--- src/rtl/imem_pkg.sv ---
// imem_pkg: shared states and constants for the instruction-memory loader
package imem_pkg;
  localparam int IMEM_ADDR_W = 6;
  localparam int IMEM_DEPTH = 64;
  localparam logic [31:0] IMEM_NOP = 32'hd503201f;
  typedef enum logic [2:0] {IDLE, HDR, DATA, WRITE, DONE, ERR} state_t;
endpackage

--- src/rtl/imem_loader_if.sv ---
// imem_loader_if: host byte stream in, instruction RAM write port out
interface imem_loader_if import imem_pkg::*; #(parameter int ADDR_W = IMEM_ADDR_W);
  logic in_valid;
  logic [7:0] in_data;
  logic in_ready;
  logic we;
  logic [ADDR_W-1:0] waddr;
  logic [31:0] wdata;
  modport slave (input in_valid, in_data, output in_ready, we, waddr, wdata);
  modport master (output in_valid, in_data, input in_ready, we, waddr, wdata);
endinterface

--- src/rtl/imem_loader.sv ---
// imem_loader: assembles little-endian host bytes into instruction RAM writes
module imem_loader import imem_pkg::*; #(
  parameter int ADDR_W = IMEM_ADDR_W,
  parameter int DEPTH = IMEM_DEPTH
) (
  input logic clk,
  input logic reset,
  input logic start,
  imem_loader_if.slave bus,
  output logic busy,
  output logic done,
  output logic error
);
  localparam int CW = ADDR_W + 1;
  state_t state, nxt;
  logic [1:0] bcnt;
  logic [CW-1:0] wcnt, wnum, wnext, hdr_n;
  logic [23:0] sreg;
  logic accept, hdr_bad, parked;
  assign accept = bus.in_valid && bus.in_ready;
  assign hdr_bad = 32'(bus.in_data) > DEPTH;
  assign hdr_n = bus.in_data == 8'd0 ? CW'(DEPTH) : CW'(bus.in_data);
  assign wnext = wcnt + 1'b1;
  assign parked = state == IDLE || state == DONE || state == ERR;
  always_comb begin
    nxt = state;
    case (state)
      IDLE, DONE, ERR: nxt = start ? HDR : state;
      HDR: nxt = !accept ? HDR : hdr_bad ? ERR : DATA;
      DATA: nxt = accept && bcnt == 2'd3 ? WRITE : DATA;
      WRITE: nxt = wnext == wnum ? DONE : DATA;
      default: nxt = IDLE;
    endcase
  end
  // sreg collects bytes 0..2; the full word lands in wdata only on byte 3
  always_ff @(posedge clk or negedge reset) begin
    if (!reset) begin
      state <= IDLE;
      bcnt <= '0;
      wcnt <= '0;
      wnum <= '0;
      sreg <= '0;
      bus.in_ready <= 1'b0;
      bus.we <= 1'b0;
      bus.waddr <= '0;
      bus.wdata <= '0;
      busy <= 1'b0;
      done <= 1'b0;
      error <= 1'b0;
    end else begin
      state <= nxt;
      bus.in_ready <= nxt == HDR || nxt == DATA;
      bus.we <= nxt == WRITE;
      if (parked && start) begin
        done <= 1'b0;
        error <= 1'b0;
        wcnt <= '0;
        bcnt <= '0;
        busy <= 1'b1;
      end
      if (state == HDR && accept) begin
        wnum <= hdr_n;
        if (hdr_bad) begin
          busy <= 1'b0;
          error <= 1'b1;
        end
      end
      if (state == DATA && accept) begin
        sreg <= {bus.in_data, sreg[23:8]};
        bcnt <= bcnt + 1'b1;
        if (bcnt == 2'd3) begin
          bus.wdata <= {bus.in_data, sreg};
          bus.waddr <= wcnt[ADDR_W-1:0];
        end
      end
      if (state == WRITE) begin
        wcnt <= wnext;
        if (wnext == wnum) begin
          busy <= 1'b0;
          done <= 1'b1;
        end
      end
    end
  end
endmodule

--- src/flat_wrapper.sv ---
// flat-port wrapper written by rule: the top's interface ports become plain ports
module imem_loader_flat import imem_pkg::*;
#(
  parameter int ADDR_W = IMEM_ADDR_W,
  parameter int DEPTH = IMEM_DEPTH
)
  (clk, reset, start, busy, done, error, bus_in_valid, bus_in_data, bus_in_ready, bus_we, bus_waddr, bus_wdata);
  imem_loader_if #(.ADDR_W(ADDR_W)) bus_i ();
  input logic clk;
  input logic reset;
  input logic start;
  output logic busy;
  output logic done;
  output logic error;
  input wire logic [$bits(bus_i.in_valid)-1:0] bus_in_valid;
  input wire logic [$bits(bus_i.in_data)-1:0] bus_in_data;
  output wire logic [$bits(bus_i.in_ready)-1:0] bus_in_ready;
  output wire logic [$bits(bus_i.we)-1:0] bus_we;
  output wire logic [$bits(bus_i.waddr)-1:0] bus_waddr;
  output wire logic [$bits(bus_i.wdata)-1:0] bus_wdata;
  assign bus_i.in_valid = bus_in_valid;
  assign bus_i.in_data = bus_in_data;
  assign bus_in_ready = bus_i.in_ready;
  assign bus_we = bus_i.we;
  assign bus_waddr = bus_i.waddr;
  assign bus_wdata = bus_i.wdata;
  imem_loader #(.ADDR_W(ADDR_W), .DEPTH(DEPTH)) u_core (.clk(clk), .reset(reset), .start(start), .bus(bus_i), .busy(busy), .done(done), .error(error));
endmodule
--- config.mk ---
export PLATFORM = sky130hd
export DESIGN_NAME = imem_loader_flat
export DESIGN_NICKNAME = d
export VERILOG_FILES = /design/src/rtl/imem_pkg.sv /design/src/rtl/imem_loader_if.sv /design/src/rtl/imem_loader.sv /design/src/flat_wrapper.sv
export SDC_FILE = /design/constraint.sdc
export NUM_CORES = 1
export LEC_CHECK = 0
export BUFFER_PORTS_ARGS = -buffer_cell sky130_fd_sc_hd__buf_2
export CAP_MARGIN = 20
export CORE_ASPECT_RATIO = 1.2
export CORE_MARGIN = 5
export CORE_UTILIZATION = 51
export DETAILED_ROUTE_END_ITERATION = 8
export PLACE_DENSITY = 0.78
export SLEW_MARGIN = 20
export SYNTH_ARGS = -nofsm -noshare
export SYNTH_HDL_FRONTEND = slang
export SYNTH_SLANG_ARGS = --single-unit
--- constraint.sdc ---
create_clock -name clk -period 1.7 [get_ports clk]
set_input_delay 0.085 -clock clk [delete_from_list [all_inputs] [get_ports clk]]
set_output_delay 0.085 -clock clk [all_outputs]
set_load 0.05 [all_outputs]
==> impl_metrics.env, run 1 <==
export IMPL_violations="setup timing"
export IMPL_synth_seq_cells=86
export IMPL_antenna_cells=0
export IMPL_post_synth_top_count_cell="nand2_1"
export IMPL_nets=448
export IMPL_hold_end="u_core.bus.wdata[31]$_DFFE_PN0P_"
export IMPL_rrSetupSlack_ns=-0.17
export IMPL_synth_edf_count=0
export IMPL_finalWirelength_mm=7.69
export IMPL_seq_area_um2=2160
export IMPL_met2_usage=0.300
export IMPL_critPathCaptureType="flop"
export IMPL_avgSynthCellArea_um2=10.5
export IMPL_critical_path_startpoint_type="flop"
export IMPL_grtUsageMet1=0.252
export IMPL_cts_path_max_buffers=2
export IMPL_timing_final_crit_share=1.10
export IMPL_gp_congestion=0.845
export IMPL_yosys_area_top_type="dfrtp_1"
export IMPL_crit_arrival_ns=2.16
export IMPL_final_area_um2=4500
export IMPL_die_y_um=103
export IMPL_final_max_slew_viol_count=0
export IMPL_synth_top_family_by_area="simple AND/OR/NAND/NOR gates"
export IMPL_grt_pass1_wl_mm=13.2
export IMPL_cp_slowest_cell="dfrtp_2"
export IMPL_regToRegEndpoint="u_core.done$_DFF_PN0_"
export IMPL_grt_ovfl_total=0
export IMPL_cts_root_buf="clkbuf_8"
export IMPL_min_from="bus_in_data[7]"
export IMPL_hold_slack_ns=0.0138
export IMPL_drtIter0Drc=163
export IMPL_cts_tree="yes"
export IMPL_p_total_mw=8.71
export IMPL_ioPinCount=55
export IMPL_rsz0062_at_grt="yes"
export IMPL_coreArea_um2=6940
export IMPL_cts_buffers=9
export IMPL_row_count=33
export IMPL_place_detailed_hpwl_mm=5.43
export IMPL_critPathMaxStageDelay_ns=0.46
export IMPL_muxShareOfSynthArea=0.0919
export IMPL_fin_skew_ns=0.00818
export IMPL_netlist_cell_type_count=44
export IMPL_fillCellCount=551
export IMPL_fin_crit_ns=1.87
export IMPL_synth_compound_area_share=0.0796
export IMPL_path_cells="ha_4, xnor2_1, o211a_1, o311ai_2, a2111oi_4, buf_4, a22o_1"
export IMPL_seq_area_frac_synth=0.588
export IMPL_p_per_area_nw_per_um2=1940
export IMPL_hold_depth=3
export IMPL_dpl_cell_area_um2=4170
export IMPL_clk_pin_slew_ns=0.08
export IMPL_setup_viol=5
export IMPL_layout_setup_ws_ns=-0.174
export IMPL_fin_util=0.648
export IMPL_numPortBuffers=54
export IMPL_irDropWorstVdd_uv=1450
export IMPL_synthTopCellsByArea="dfrtp_1 59%, nand2_1 13%, mux2_2 8.9%"
export IMPL_synth_fp_nets=364
export IMPL_criticalPathCategory="flop to flop"
export IMPL_ant_nets=0
export IMPL_synthArstFlopShare=1.00
export IMPL_use_met3=0.0296
export IMPL_grt_usage=0.187
export IMPL_start_util=0.528
export IMPL_routed_via_density=5.27
export IMPL_grt_pass1_vias=2771
export IMPL_hp_class="input port to flop"
export IMPL_via_count=2767
export IMPL_r2r_start="u_core.wcnt[0]$_DFFE_PN0P_"
export IMPL_cp_max_fo=6
export IMPL_netlist_area_um2=3660
export IMPL_clock_sinks=86
export IMPL_leakage_nw=2.28
export IMPL_status="complete, but fails checks"
export IMPL_h_tree_depth=3
export IMPL_synthXorXnorAreaFrac=0.0167
export IMPL_synth_top_cell_area_share=0.588
export IMPL_yosys_area_share_adder=0.00684
export IMPL_hold_viol_final=0
export IMPL_busiest_layer="met2"
export IMPL_grt_max_degree=55
export IMPL_syn_inst=350
export IMPL_multi_input_area_um2=1460
export IMPL_drive_gt1_frac=0.333
export IMPL_ys_flop_type="dfrtp_1"
export IMPL_detail_route_wl_per_cell_um=14.7
export IMPL_yosys_warnings=0
export IMPL_dr_pass1_iters=4
export IMPL_dieWidth_um=87.3
export IMPL_timing_slew_headroom=0.739
export IMPL_maxCapViolCount=0
export IMPL_worstPathRequired_ns=1.99
export IMPL_synth_common_cells="122 x nand2_1, 86 x dfrtp_1, 29 x mux2_2, 17 x o21ai_0, 14 x nor2_1"
export IMPL_synthSimpleGateAreaFrac=0.192
export IMPL_worst_slew_pin_slew_ns=0.389
export IMPL_fmax_ghz=0.534
export IMPL_antenna_found_initial=0
export IMPL_ff2ff_path_depth=7
export IMPL_drcViolationCount=0
export IMPL_clock_latency_ns=0.35
export IMPL_die_area_um2=8980
export IMPL_area_growth_pct=22.8
## per-layer routing
metal	part of all wire	wire [um]	vias to the layer above
met5	0	0	-
met4	0.019	149	0
met3	0.054	416	16
met2	0.49	3760	84
met1	0.44	3360	1339
li1	-	-	1328
## worst max path at each step
stage / startpoint / to / slack, ns
2_1_floorplan: u_core.bus.in_ready$_DFF_PN0_ / u_core.sreg[10]$_DFFE_PN0P_ / -0.01
3_3_place_gp: u_core.wcnt[0]$_DFFE_PN0P_ / u_core.busy$_DFF_PN0_ / -0.08
3_5_place_dp: u_core.wcnt[2]$_DFFE_PN0P_ / u_core.busy$_DFF_PN0_ / -0.17
4_1_cts: u_core.wcnt[0]$_DFFE_PN0P_ / u_core.busy$_DFF_PN0_ / -0.1
5_1_grt: u_core.wcnt[0]$_DFFE_PN0P_ / u_core.done$_DFF_PN0_ / -0.24
6_report: u_core.wcnt[0]$_DFFE_PN0P_ / u_core.done$_DFF_PN0_ / -0.17
## power breakdown
part           leakage (nW)  switching, mW  total, mW  internal, mW
combinational          1.12           2.63       3.87          1.24
sequential             1.06          0.558       3.42          2.87
clock                0.0976          0.727       1.41         0.686
## flip-flops by register name, summed over array words and instances (netlist names)
signal,cells
u_core.bus.in_ready,1
u_core.state,3
u_core.done,1
u_core.busy,1
u_core.error,1
u_core.sreg,24
u_core.bus.we,1
u_core.wnum,7
u_core.bus.wdata,32
u_core.wcnt,7
u_core.bus.waddr,6
u_core.bcnt,2
## layout by cell type (no fill, tap or decap), types with 2 or more instances in the layout
| cell | netlist | layout |
|---|---|---|
| and3_4 | 2 | 2 |
| nor3_1 | 2 | 2 |
| buf_4 | 0 | 29 |
| xor2_1 | 3 | 3 |
| and2_1 | 0 | 2 |
| a22o_1 | 2 | 2 |
| a21oi_1 | 5 | 5 |
| nand2b_1 | 5 | 5 |
| clkbuf_8 | 0 | 9 |
| nor2b_1 | 3 | 3 |
| buf_2 | 7 | 53 |
| o21ai_0 | 17 | 16 |
| dlygate4sd3_1 | 0 | 5 |
| dfrtp_2 | 0 | 6 |
| mux2_2 | 29 | 29 |
| nor2_1 | 14 | 14 |
| o31ai_1 | 3 | 3 |
| and3_1 | 2 | 2 |
| a21o_1 | 2 | 2 |
| nand2_1 | 122 | 122 |
| dfrtp_1 | 86 | 80 |
| nand3_1 | 4 | 2 |
| inv_1 | 4 | 4 |
| xnor2_1 | 4 | 4 |
## through the flow
step | setup TNS, ns | worst slack, ns | instances
after global routing | -1.11 | -0.236 | 525
after floorplan | -0.204 | -0.0136 | 350
final | -0.841 | -0.174 | 525
after CTS | -0.334 | -0.0954 | 524
after global placement | -0.237 | -0.0833 | 499
after detailed placement | -0.702 | -0.167 | 499
## cell type report
cell class,instances,area share
Timing Repair Buffer,88,0.123
Inverter,5,0.00417
Multi-Input combinational cell,244,0.325
Clock inverter,6,0.0159
Sequential cell,86,0.480
Tap cell,87,0.0242
Clock buffer,9,0.0275
## kinds of logic (layout without fill, tap and decap cells)
logic type | Yosys count | in the layout
fa+ha+maj | 2 | 2
compound gates | 41 | 41
simple gates | 164 | 164
buf+inv | 20 | 108
mux | 30 | 30
flops | 86 | 86
xor+xnor | 7 | 7
## worst max-delay path: cells and delay by family (launching register included)
kind	cells	cell delay, ns
fa+ha+maj	1	0.29
xor+xnor	1	0.11
flops	1	0.46
buf+inv	1	0.19
compound gates	4	0.76
## repair_timing
action                                  CTS  global route
endpoints found under the setup margin    5            21
buffers inserted                          5             1
gates resized for setup                   6             6
hold buffers                              5             0
pin swaps                                 7             3
endpoints found under the hold margin    90             0
(Power assumes the default switching activity.)
==> inputs of run 2 (changes only) <==
--- a/config.mk
+++ b/config.mk
@@ -5,11 +5,12 @@
 export SDC_FILE = /design/constraint.sdc
 export NUM_CORES = 1
 export LEC_CHECK = 0
-export BUFFER_PORTS_ARGS = -buffer_cell sky130_fd_sc_hd__buf_2
+export BUFFER_PORTS_ARGS = -buffer_cell sky130_fd_sc_hd__buf_4
 export CAP_MARGIN = 20
 export CORE_ASPECT_RATIO = 1.2
 export CORE_MARGIN = 5
 export CORE_UTILIZATION = 51
+export CTS_CLUSTER_SIZE = 16
 export DETAILED_ROUTE_END_ITERATION = 8
 export PLACE_DENSITY = 0.78
 export SLEW_MARGIN = 20
==> impl_metrics.env, run 2 (same netlist as run 1, synthesis figures left out) <==
export IMPL_criticalPathCategory="flop to flop"
export IMPL_setup_tns_final_ns=-0.500
export IMPL_fillCellCount=540
export IMPL_worstPathRequired_ns=1.93
export IMPL_largest_register="u_core.bus.wdata"
export IMPL_hp_class="input port to flop"
export IMPL_nets=449
export IMPL_gp_congestion=0.846
export IMPL_drtIter0Drc=123
export IMPL_fin_util=0.669
export IMPL_dr_pass1_iters=4
export IMPL_layout_commonest_cell="nand2_1"
export IMPL_irDropWorstVdd_uv=1290
export IMPL_die_area_um2=8980
export IMPL_reg_top3="u_core.bus.wdata (32), u_core.sreg (24)"
export IMPL_seq_area_um2=2160
export IMPL_cp_max_fo=5
export IMPL_final_max_slew_viol_count=0
export IMPL_maxCapViolCount=0
export IMPL_drive_gt1_frac=0.318
export IMPL_routed_via_density=5.23
export IMPL_timing_final_crit_share=1.07
export IMPL_grt_pass1_wl_mm=13.5
export IMPL_antenna_found_initial=0
export IMPL_violations="setup timing"
export IMPL_grt_max_degree=87
export IMPL_cts_path_max_buffers=2
export IMPL_ioPinCount=55
export IMPL_row_count=33
export IMPL_grt_usage=0.195
export IMPL_drcViolationCount=0
export IMPL_fmax_ghz=0.548
export IMPL_grt_ovfl_total=0
export IMPL_leakage_nw=2.29
export IMPL_status="complete, but fails checks"
export IMPL_numPortBuffers=54
export IMPL_grt_pass1_vias=2801
export IMPL_setup_viol=5
export IMPL_clock_latency_ns=0.36
export IMPL_multi_input_area_um2=1460
export IMPL_critical_path_startpoint_type="flop"
export IMPL_detail_route_wl_per_cell_um=15.4
export IMPL_timing_slew_headroom=0.700
export IMPL_clk_pin_slew_ns=0.09
export IMPL_crit_arrival_ns=2.05
export IMPL_cts_tree="yes"
export IMPL_final_cells=527
export IMPL_dieWidth_um=87.3
export IMPL_cts_root_buf="clkbuf_8"
export IMPL_die_y_um=103
export IMPL_via_count=2754
export IMPL_cts_buffers=9
export IMPL_worst_slew_pin_slew_ns=0.449
export IMPL_hold_slack_ns=0.0147
export IMPL_p_per_area_nw_per_um2=1910
export IMPL_largest_reg_flops=32
export IMPL_rsz0062_at_grt="yes"
export IMPL_place_detailed_hpwl_mm=5.49
export IMPL_critPathCaptureType="flop"
export IMPL_h_tree_depth=3
export IMPL_fin_skew_ns=0.0110
export IMPL_clock_sinks=86
export IMPL_start_util=0.528
export IMPL_antenna_cells=0
export IMPL_fin_crit_ns=1.82
export IMPL_layout_setup_ws_ns=-0.124
export IMPL_p_total_mw=8.87
export IMPL_ant_nets=0
export IMPL_hold_viol_final=0
export IMPL_coreArea_um2=6940
export IMPL_place_inst=497
export IMPL_layout_common_cells="122 x nand2_1, 80 x dfrtp_1, 76 x buf_4, 29 x mux2_2, 17 x o21ai_0"
export IMPL_area_growth_pct=26.7
export IMPL_finalWirelength_mm=8.13
==> run 2: cell types whose count changed in the layout (fill, tap and decap cells not counted), moves of 2 or more <==
cell | previous run | this run
buf_2 | 53 | 0
dlygate4sd3_1 | 5 | 11
buf_4 | 29 | 76
clkinvlp_4 | 1 | 3
==> run 2: worst max-delay path, stage by stage, from the launching register on <==
cell	delay, ns
dfrtp_2	0.45
ha_4	0.28
xnor2_1	0.11
o211a_1	0.18
o311ai_2	0.12
a2111oi_4	0.28
buf_4	0.20
a221oi_1	0.08
==> run 2: final timing paths <==
path / from / end / slack (ns) / depth (start not counted)
max: u_core.wcnt[0]$_DFFE_PN0P_ / u_core.busy$_DFF_PN0_ / -0.12 / 7
min: bus_in_data[0] / u_core.sreg[16]$_DFFE_PN0P_ / 0.01 / 2
max reg2reg: u_core.wcnt[0]$_DFFE_PN0P_ / u_core.busy$_DFF_PN0_ / -0.12 / 7
min reg2reg: u_core.sreg[2]$_DFFE_PN0P_ / u_core.bus.wdata[2]$_DFFE_PN0P_ / 0.47 / 2
max in group asynchronous: reset / u_core.wcnt[0]$_DFFE_PN0P_ / 1.04 / 3
min in group asynchronous: reset / u_core.busy$_DFF_PN0_ / 0.27 / 3
==> run 2: through the flow <==
step / setup WS, ns / cell area (um^2)
2_1_floorplan: -0.0136 / 3680
3_3_place_gp: -0.0912 / 4300
3_5_place_dp: -0.192 / 4300
4_1_cts: -0.113 / 4610
5_1_grt: -0.184 / 4640
6_report: -0.124 / 4640
==> run 2: power by group <==
part / internal, mW / switching, mW
Sequential: 2.87 / 0.588
Clock: 0.538 / 0.743
Combinational: 1.48 / 2.66
==> run 2: area by class of cell <==
cell class | instances | share of cell area
Clock buffer | 10 | 0.0275
Clock inverter | 6 | 0.00971
Inverter | 5 | 0.00405
Multi-Input combinational cell | 244 | 0.314
Sequential cell | 86 | 0.466
Tap cell | 87 | 0.0235
Timing Repair Buffer | 89 | 0.155
==> run 2: what timing repair did <==
| item | in CTS | in global routing |
|---|---|---|
| hold buffers | 9 | 2 |
| setup endpoints to repair | 5 | 48 |
| pin swaps | 2 | 2 |
| resized for setup | 5 | 5 |
| buffers inserted | 3 | 0 |
| hold endpoints to repair | 97 | 1 |
==> run 2: per-layer routing <==
layer | GRT usage | share of wire | vias up
li1 | - | - | 1338
met1 | 0.257 | 0.43 | 1327
met2 | 0.316 | 0.49 | 72
met3 | 0.0384 | 0.048 | 17
met4 | 0.0874 | 0.025 | 0
met5 | 0 | 0 | -
